File: config.mk
export PLATFORM = sky130hd
export DESIGN_NAME = wb_aperture_ctrl
export DESIGN_NICKNAME = d
export VERILOG_FILES = /design/src/rtl/wb_aperture_ctrl.sv
export SDC_FILE = /design/constraint.sdc
export NUM_CORES = 1
export LEC_CHECK = 0
export CORE_ASPECT_RATIO = 1.5
export CORE_UTILIZATION = 41
export CTS_BUF_LIST = sky130_fd_sc_hd__clkbuf_8
export DETAILED_ROUTE_END_ITERATION = 6
export PLACE_DENSITY = 0.84
export SYNTH_ARGS = -nofsm -noshare
export SYNTH_HDL_FRONTEND = slang
export SYNTH_SLANG_ARGS = --single-unit
File: constraint.sdc
create_clock -name WBs_CLK_i -period 3.32 [get_ports WBs_CLK_i]
set_input_delay 0.996 -clock WBs_CLK_i [delete_from_list [all_inputs] [get_ports WBs_CLK_i]]
set_output_delay 0.996 -clock WBs_CLK_i [all_outputs]
set_load 0.03 [all_outputs]
File: src/rtl/wb_aperture_ctrl.sv
// Wishbone aperture controller: decodes bridge transfers to four slave
// regions, sequences the slave cycle select, returns ACK/data, and
// terminates unmapped or unanswered transfers with a default acknowledge.
// Timeouts are logged in sticky status outputs.
//
// Ports:
//   WBs_CLK_i / WBs_RST_i   clock, asynchronous active-high reset
//   WBs_ADR_i, WBs_CYC_i,
//   WBs_STB_i               transfer request from the bridge
//   WBs_DAT_o, WBs_ACK_o    registered read data / acknowledge to bridge
//   WBs_CYC_slv_o           one-hot slave cycle selects
//   WBs_ACK_slv_i,
//   WBs_DAT_slv_i           slave acknowledges and packed read data
//   Tmo_Flag_o, Tmo_Cnt_o,
//   Tmo_Adr_o               sticky flag, saturating count, first address
//   Tmo_Clr_i               clears flag and count (address kept)
//   Tmo_Irq_o               timeout pulse, present only when
//                           WB_APERTURE_CTRL_TMO_IRQ_EN is defined
module wb_aperture_ctrl #(
  parameter int ADDRWIDTH      = 10,
  parameter int DATAWIDTH      = 32,
  parameter int NUM_SLAVES     = 4,
  parameter logic [NUM_SLAVES-1:0] SLAVE_EN_MASK = 4'b1111,
  parameter int TMO_CNTR_WIDTH = 4,
  parameter int TMO_CYCLES     = 12,
  parameter logic [DATAWIDTH-1:0] DEF_REG_VALUE = 32'hDEF_FAB_AC
) (
  input  logic                           WBs_CLK_i,
  input  logic                           WBs_RST_i,
  input  logic [ADDRWIDTH-1:0]           WBs_ADR_i,
  input  logic                           WBs_CYC_i,
  input  logic                           WBs_STB_i,
  output logic [DATAWIDTH-1:0]           WBs_DAT_o,
  output logic                           WBs_ACK_o,
  output logic [NUM_SLAVES-1:0]          WBs_CYC_slv_o,
  input  logic [NUM_SLAVES-1:0]          WBs_ACK_slv_i,
  input  logic [NUM_SLAVES*DATAWIDTH-1:0] WBs_DAT_slv_i,
  output logic                           Tmo_Flag_o,
  output logic [7:0]                     Tmo_Cnt_o,
  output logic [ADDRWIDTH-1:0]           Tmo_Adr_o,
  input  logic                           Tmo_Clr_i
`ifdef WB_APERTURE_CTRL_TMO_IRQ_EN
  ,
  output logic                           Tmo_Irq_o
`endif
);

  typedef enum logic [1:0] {
    IDLE   = 2'd0,
    ACTIVE = 2'd1,
    DONE   = 2'd2
  } state_t;

  localparam logic [NUM_SLAVES-1:0] ONE_HOT0 = 1;
  localparam logic [TMO_CNTR_WIDTH-1:0] TMO_LOAD =
    TMO_CNTR_WIDTH'(TMO_CYCLES);
  localparam logic [TMO_CNTR_WIDTH-1:0] TMO_LAST =
    TMO_CNTR_WIDTH'(1);

  state_t                      state_q, state_d;
  logic [1:0]                  sel_q, sel_d;
  logic [ADDRWIDTH-1:0]        adr_q, adr_d;
  logic [TMO_CNTR_WIDTH-1:0]   cnt_q, cnt_d;
  logic                        ack_q, ack_d;
  logic [DATAWIDTH-1:0]        dat_q, dat_d;
  logic [NUM_SLAVES-1:0]       cyc_slv_q, cyc_slv_d;
  logic                        tmo_flag_q, tmo_flag_d;
  logic [7:0]                  tmo_cnt_q, tmo_cnt_d;
  logic [ADDRWIDTH-1:0]        tmo_adr_q, tmo_adr_d;
  logic                        tmo_evt;
  logic [1:0]                  req_idx;
  logic [DATAWIDTH-1:0]        slv_rdat;

  assign req_idx  = WBs_ADR_i[ADDRWIDTH-1 -: 2];
  assign slv_rdat = WBs_DAT_slv_i[DATAWIDTH*int'(sel_q) +: DATAWIDTH];

  // Outputs are registered from next-state values so the select
  // and acknowledge appear the cycle after the deciding condition.
  always_comb begin
    state_d   = state_q;
    sel_d     = sel_q;
    adr_d     = adr_q;
    cnt_d     = cnt_q;
    ack_d     = 1'b0;
    dat_d     = dat_q;
    cyc_slv_d = '0;
    tmo_evt   = 1'b0;
    unique case (state_q)
      IDLE: begin
        if (WBs_CYC_i && WBs_STB_i) begin
          sel_d = req_idx;
          adr_d = WBs_ADR_i;
          if (SLAVE_EN_MASK[req_idx]) begin
            state_d   = ACTIVE;
            cnt_d     = TMO_LOAD;
            cyc_slv_d = ONE_HOT0 << req_idx;
          end else begin
            state_d = DONE;
            ack_d   = 1'b1;
            dat_d   = DEF_REG_VALUE;
          end
        end
      end
      ACTIVE: begin
        if (!WBs_CYC_i) begin
          state_d = IDLE;
        end else if (WBs_ACK_slv_i[sel_q]) begin
          // A slave ACK on the last counted cycle still wins.
          state_d = DONE;
          ack_d   = 1'b1;
          dat_d   = slv_rdat;
        end else if (cnt_q == TMO_LAST) begin
          state_d = DONE;
          ack_d   = 1'b1;
          dat_d   = DEF_REG_VALUE;
          tmo_evt = 1'b1;
        end else begin
          cnt_d     = cnt_q - 1'b1;
          cyc_slv_d = ONE_HOT0 << sel_q;
        end
      end
      DONE: begin
        state_d = IDLE;
      end
      default: begin
        state_d = IDLE;
      end
    endcase
  end

  // A timeout coinciding with a clear restarts the log from this event.
  always_comb begin
    tmo_flag_d = tmo_flag_q;
    tmo_cnt_d  = tmo_cnt_q;
    tmo_adr_d  = tmo_adr_q;
    if (tmo_evt) begin
      tmo_flag_d = 1'b1;
      if (Tmo_Clr_i) begin
        tmo_cnt_d = 8'd1;
      end else if (tmo_cnt_q != 8'hFF) begin
        tmo_cnt_d = tmo_cnt_q + 8'd1;
      end
      if (!tmo_flag_q || Tmo_Clr_i) begin
        tmo_adr_d = adr_q;
      end
    end else if (Tmo_Clr_i) begin
      tmo_flag_d = 1'b0;
      tmo_cnt_d  = 8'd0;
    end
  end

  always_ff @(posedge WBs_CLK_i or posedge WBs_RST_i) begin
    if (WBs_RST_i) begin
      state_q    <= IDLE;
      sel_q      <= '0;
      adr_q      <= '0;
      cnt_q      <= '0;
      ack_q      <= 1'b0;
      dat_q      <= '0;
      cyc_slv_q  <= '0;
      tmo_flag_q <= 1'b0;
      tmo_cnt_q  <= '0;
      tmo_adr_q  <= '0;
    end else begin
      state_q    <= state_d;
      sel_q      <= sel_d;
      adr_q      <= adr_d;
      cnt_q      <= cnt_d;
      ack_q      <= ack_d;
      dat_q      <= dat_d;
      cyc_slv_q  <= cyc_slv_d;
      tmo_flag_q <= tmo_flag_d;
      tmo_cnt_q  <= tmo_cnt_d;
      tmo_adr_q  <= tmo_adr_d;
    end
  end

  assign WBs_ACK_o     = ack_q;
  assign WBs_DAT_o     = dat_q;
  assign WBs_CYC_slv_o = cyc_slv_q;
  assign Tmo_Flag_o    = tmo_flag_q;
  assign Tmo_Cnt_o     = tmo_cnt_q;
  assign Tmo_Adr_o     = tmo_adr_q;

`ifdef WB_APERTURE_CTRL_TMO_IRQ_EN
  logic irq_q;

  always_ff @(posedge WBs_CLK_i or posedge WBs_RST_i) begin
    if (WBs_RST_i) begin
      irq_q <= 1'b0;
    end else begin
      irq_q <= tmo_evt;
    end
  end

  assign Tmo_Irq_o = irq_q;
`endif

endmodule

# Word-level counts from Yosys, hierarchy flattened

Cells that the tools add are included.

Flip-flop bits (word level): 74
Input port bits: 147
Output and inout port bits: 56
Logic and storage cells: 84

Add/sub/neg operators: 2
$lt $le $gt $ge: 2
Equal/unequal tests: 11
Shifts and indexed selects: 3
Multiplexer cells: 43
Reductions and logical operators: 13

Operators by type and width:

| cell                | count |
|---|---|
| $mux 32             | 5 |
| $shiftx 128x8->32   | 1 |
| $pmux 32 s2         | 1 |
| $mux 4              | 10 |
| $mux 8              | 4 |
| $pmux 4 s2          | 2 |
| $mux 1              | 12 |
| $ne 2x2->1 const B  | 6 |
| $mux 2              | 5 |
| $add 8x1->8 const B | 1 |
| $ne 8x8->1 const B  | 1 |
| $reduce_and 2->1    | 4 |
| $shl 1x2->4 const A | 2 |
| $lt 2x3->1 const B  | 2 |
| $reduce_and 6->1    | 1 |
| $reduce_bool 2->1   | 3 |
| $reduce_and 5->1    | 1 |
| $bmux 1 s2          | 2 |
| $eq 4x1->1 const B  | 1 |
| $ne 4x4->1 const B  | 1 |
| $pmux 2 s2          | 1 |
| $sub 4x1->4 const B | 1 |
| $ne 3x3->1 const B  | 1 |
| $eq 2x1->1 const B  | 1 |
| 5 further kinds     | 5 |

# Longest topological paths before layout

Depth after elaboration: 7
Depth in mapped cells: 8
Mapped depth without buffers: 6

# Least setup slack after synthesis

OpenSTA, ideal clock, no wires.

Path kind: input port to flip-flop
From: input port WBs_ACK_slv_i[3]
To: register tmo_cnt_q[5] (netlist: Tmo_Cnt_o[5])
Library setup time: 0.128 ns
Arrival time: 2.683 ns
Data required time: 3.192 ns
Setup slack: 0.510 ns
Stages: 5
Path buffers: 1
Cell sequence: mux4_2 -> or3_4 -> buf_6 -> nor4_1 -> mux2_1

Cells in the longest elaborated chain, start to end: 7
Elaborated cells between the ends (all ways): 8
Those cells by class: mux: 6; reduce/logical: 2

RTL lines:

| item                           | line | source |
|---|---|---|
| start: declaration             | 36   | `input logic [NUM_SLAVES-1:0] WBs_ACK_slv_i,` |
| $bmux 1 s2 *                   | 107  | `end else if (WBs_ACK_slv_i[sel_q]) begin` |
| $mux 1 (implied by the code) * | 107  |  |
| $mux 1 *                       | 107  |  |
| $mux 1 *                       | 105  | `if (!WBs_CYC_i) begin` |
| $mux 1 *                       | 88   | `unique case (state_q)` |
| $reduce_bool 2->1 (no line)    | -    |  |
| $reduce_and 2->1 (no line)     | -    |  |
| end signal: assignment         | 173  | `tmo_cnt_q <= tmo_cnt_d;` |
| end: declaration               | 68   | `logic [7:0] tmo_cnt_q, tmo_cnt_d;` |

Mark *: on every way between the ends. The rest lies on a longest branch, timed or not. The select of a mux whose other input is x is not followed.
A chain may end at the register's enable or synchronous reset.

# Worst setup path after layout

From: input port WBs_ACK_slv_i[3]
To: register tmo_adr_q[6] (netlist: Tmo_Adr_o[6])

Cells in the longest elaborated chain, start to end: 6

RTL lines:

| item                         | line | source |
|---|---|---|
| $bmux 1 s2                   | 107  |  |
| $mux 1 (implied by the code) | 107  |  |
| $mux 1                       | 107  |  |
| $mux 1                       | 105  |  |
| $mux 1                       | 88   |  |
| $reduce_and 2->1 (no line)   | -    |  |
| end signal: assignment       | 174  | `tmo_adr_q <= tmo_adr_d;` |
| end: declaration             | 69   | `logic [ADDRWIDTH-1:0] tmo_adr_q, tmo_adr_d;` |

Every way passes these cells. The select of a mux whose other input is x is not followed.

==> results.cfg <==
[outcome]
status = completed

[flow_run]
cap_violations = 0

[critical_path]
r2r_setup_slack_ns = 0.88
timing.critical_path.cells = clkdlybuf4s50_1 > mux4_2 > or3_4 > a21oi_4 > mux2_2
crit_path_end_kind = flop
r2r.worst_path.cells = 6
path_class = in2reg
worst_setup_path_endpoint = Tmo_Adr_o[6]$_DFFE_PP0P_
worst-path-stages = 5
critical_path.reg2reg.endpoint = Tmo_Adr_o[6]$_DFFE_PP0P_
critPathLaunchType = input port
crit_path_max_fanout = 13
startpoint = WBs_ACK_slv_i[3]
crit_path_max_incr_delay_ns = 0.52
timing.rr.start = cnt_q[1]$_DFFE_PP0P_
worst_ep_arrival_time_ns = 3.15
worst-endpoint-required_ns = 3.56
critical_path.n_buffers_inverters = 1
critical_path.top_delay_family = multiplexers
crit_slowest_cell = mux4_2

[yosys]
ys_ff_latch = 72
synth_edf_count = 0
synth-warning-count = 0
async_flop_share_pct = 100
synth_area_per_cell_sq_um = 11.0
syn-instance-count = 344
synth_top_area_share_pct = 47.4
post-synth-top-area-cell = dfrtp_1
netlist_area_pre_place_sq_um = 3800
ys_seq_area_share_pct = 47.4
post_synth_main_area_contributors = dfrtp_1 (47%), mux4_2 (18%), nand2_1 (6.8%)
synth.lib_cells_used.distinct = 39
postSynthNetCount = 494
postSynth.topFlopCell = dfrtp_1

[die]
fp.dieArea_sq_um = 9660
die_w_um = 80.6
placement_rows = 42
top_level_ports = 203
core-area_sq_um = 8930
initial_cell_density_of_the_core_pct = 42.5
die_height_um = 120

[layout]
seq_area_sq_um = 1800
final_layout_size_suffix_gt1_share_pct = 12.7
most-common-layout-cells = clkdlybuf4s50_1 (202), dfrtp_1 (71), nand2_1 (69), o21ai_0 (38), mux4_2 (31)
layout-area-overhead-vs-synth_pct = 62.2
layout_commonest_cell = clkdlybuf4s50_1
finish.net_count = 689
fill_cells = 685
multi_input_area_sq_um = 1850

[clock_tree]
cts_resized = 0
cts_hold_buffers = 0
clkLatencyLatePin_ns = 0.35
cts_root_buffer = clkbuf_8
cts_sinks = 72
htree_num_levels = 3
cts_made_buffers = 9
tritoncts = built
cts.path.max_buffers = 2
postCtsSetupBuffers = 0
clkSlewWorstSetupHoldPaths_ns = 0.08

[sta]
timing_worst_slew_pin_value_ns = 0.647
clock_skew_after_layout_ns = 0.0108
post-route-min-period_ns = 2.91
timing.final.setup_violations = 0
rsz0062_at_grt = false
timing.fmax_mhz = 343
worst_hold_slack_ns = 0.480
final.period_utilization_pct = 87.8
finalHoldViolations = 0
final.setup.tns_ns = 0
final_max_slew_viol_count = 0
slew_headroom_pct = 56.9

[routing]
remaining_drc_errors = 0
detail_route.iter0.violations = 164
drt-total-wl_um = 11800
wl_per_cell_um = 18.1
vias_per_instance = 5.31
detailroute.via_count = 3481
drt-pass1-iter-count = 4
detail-route-antenna-nets = 0

[power_and_ir_drop]
power.clock.fraction_pct = 22.6
power.internal_mw = 2.28
sequentialPowerShare_pct = 34.1
switching_share_pct = 35.6
pwr-share-comb_pct = 43.3
pwr_density_cell_nw_per_um2 = 575
power_switching_mw = 1.26
irDropWorstVdd_v = 0.000362
p_leak_nw = 2.56

[global_route]
globalRoute.totalOverflow = 0
first_global_vias = 3582
grt_first_pass_wirelength_um = 18000
grt_util_all_layers_pct = 25.1
grt_start_max_net_pins = 66
antenna_found_initial = 1

[placement]
place_congestion = 0.853
port_buffers = 202
dp.final_hpwl_um = 9040

[hold_path]
timing.hold.worst.class = reg2reg
[worst register-to-register path: stages (launching register included)]
cell and delay [ns]:
dfrtp_1 0.41, inv_1 0.09, ha_1 0.18, or3b_2 0.47
or3_4 0.43, a21oi_4 0.35, mux2_2 0.40
[cells by family (layout without fill, tap and decap cells)]
group                      Yosys count  in the layout  synth area share (%)
DFF                                 72             72                  47.4
other                                0              1                     0
and+or+nand+nor                    127            127                  14.5
AOI/OAI and AO/OA                   60             60                  9.68
muxes                               45             45                  23.3
adders and majority gates            3              3                 0.988
buffers and inverters               37            237                  4.05
[cell type report]
cell class,count,share of cell area [%]
diodes,1,0.0406
clock buffers,11,2.46
clock inverters,5,1.30
inverters,12,0.731
multi-input cells,235,30.1
flip-flops and latches,72,29.3
well taps,110,2.23
repair buffers,209,33.9
[registers in the layout, indices dropped and copies added, names as in the netlist]
register,count
Tmo_Adr_o,10
Tmo_Cnt_o,8
Tmo_Flag_o,1
WBs_ACK_o,1
WBs_CYC_slv_o,4
WBs_DAT_o,32
adr_q,8
cnt_q,4
sel_q,2
state_q,2
[synthesized netlist by cell type, types with 2 or more instances]
cell      instances
and3_1            2
nor4_1            2
clkbuf_1         20
o31ai_1           2
mux2_1            2
nand3_1           7
nand2_1          69
a21boi_0          2
nor3_1            2
o32ai_1           4
o41ai_1           2
a311o_1           2
a21oi_1           4
nand4_1           3
inv_1            12
mux4_1            2
mux4_2           31
nor2b_1           2
nor2_1           30
dfrtp_1          72
ha_1              3
buf_6             2
o21ai_0          38
or4_1             2
nand3b_1          2
buf_1             3
mux2_2           10
[metal layers]
metal	GRT usage, %	share of wire [%]	up-vias
li1	-	-	1630
met1	30.1	38	1689
met2	42.2	52	137
met5	0	0	-
met4	12.6	3.0	0
met3	4.79	7.0	25
[metrics by stage]
stage	setup WS, ns	util, %	std cells	cell area [sq um]	power (mW)
6_report	0.405	69.0	655	6160	3.54
3_3_place_gp	0.147	66.3	638	5930	2.73
2_1_floorplan	0.499	-	344	3800	2.08
3_5_place_dp	0.0516	66.3	638	5930	2.77
4_1_cts	0.414	68.9	654	6160	3.57
5_1_grt	0.334	68.9	654	6160	3.72
[power groups by stage]
stage | registers [mW] | logic (mW) | clock network, mW
3_5_place_dp | 1.22 | 1.55 | 0
6_report | 1.21 | 1.54 | 0.799
2_1_floorplan | 1.55 | 0.535 | 0
4_1_cts | 1.21 | 1.55 | 0.811
5_1_grt | 1.24 | 1.64 | 0.846
3_3_place_gp | 1.22 | 1.51 | 0
[worst min-delay path by stage]
stage / startpoint / endpoint / cells after the start
after floorplan: adr_q[0]$_DFFE_PP0P_ / adr_q[0]$_DFFE_PP0P_ / 2
after global placement: adr_q[2]$_DFFE_PP0P_ / adr_q[2]$_DFFE_PP0P_ / 2
after detailed placement: adr_q[1]$_DFFE_PP0P_ / adr_q[1]$_DFFE_PP0P_ / 2
after CTS: adr_q[1]$_DFFE_PP0P_ / adr_q[1]$_DFFE_PP0P_ / 2
after global routing: adr_q[1]$_DFFE_PP0P_ / adr_q[1]$_DFFE_PP0P_ / 2
final: adr_q[2]$_DFFE_PP0P_ / adr_q[2]$_DFFE_PP0P_ / 2
Power figures use the tool's default switching activity.
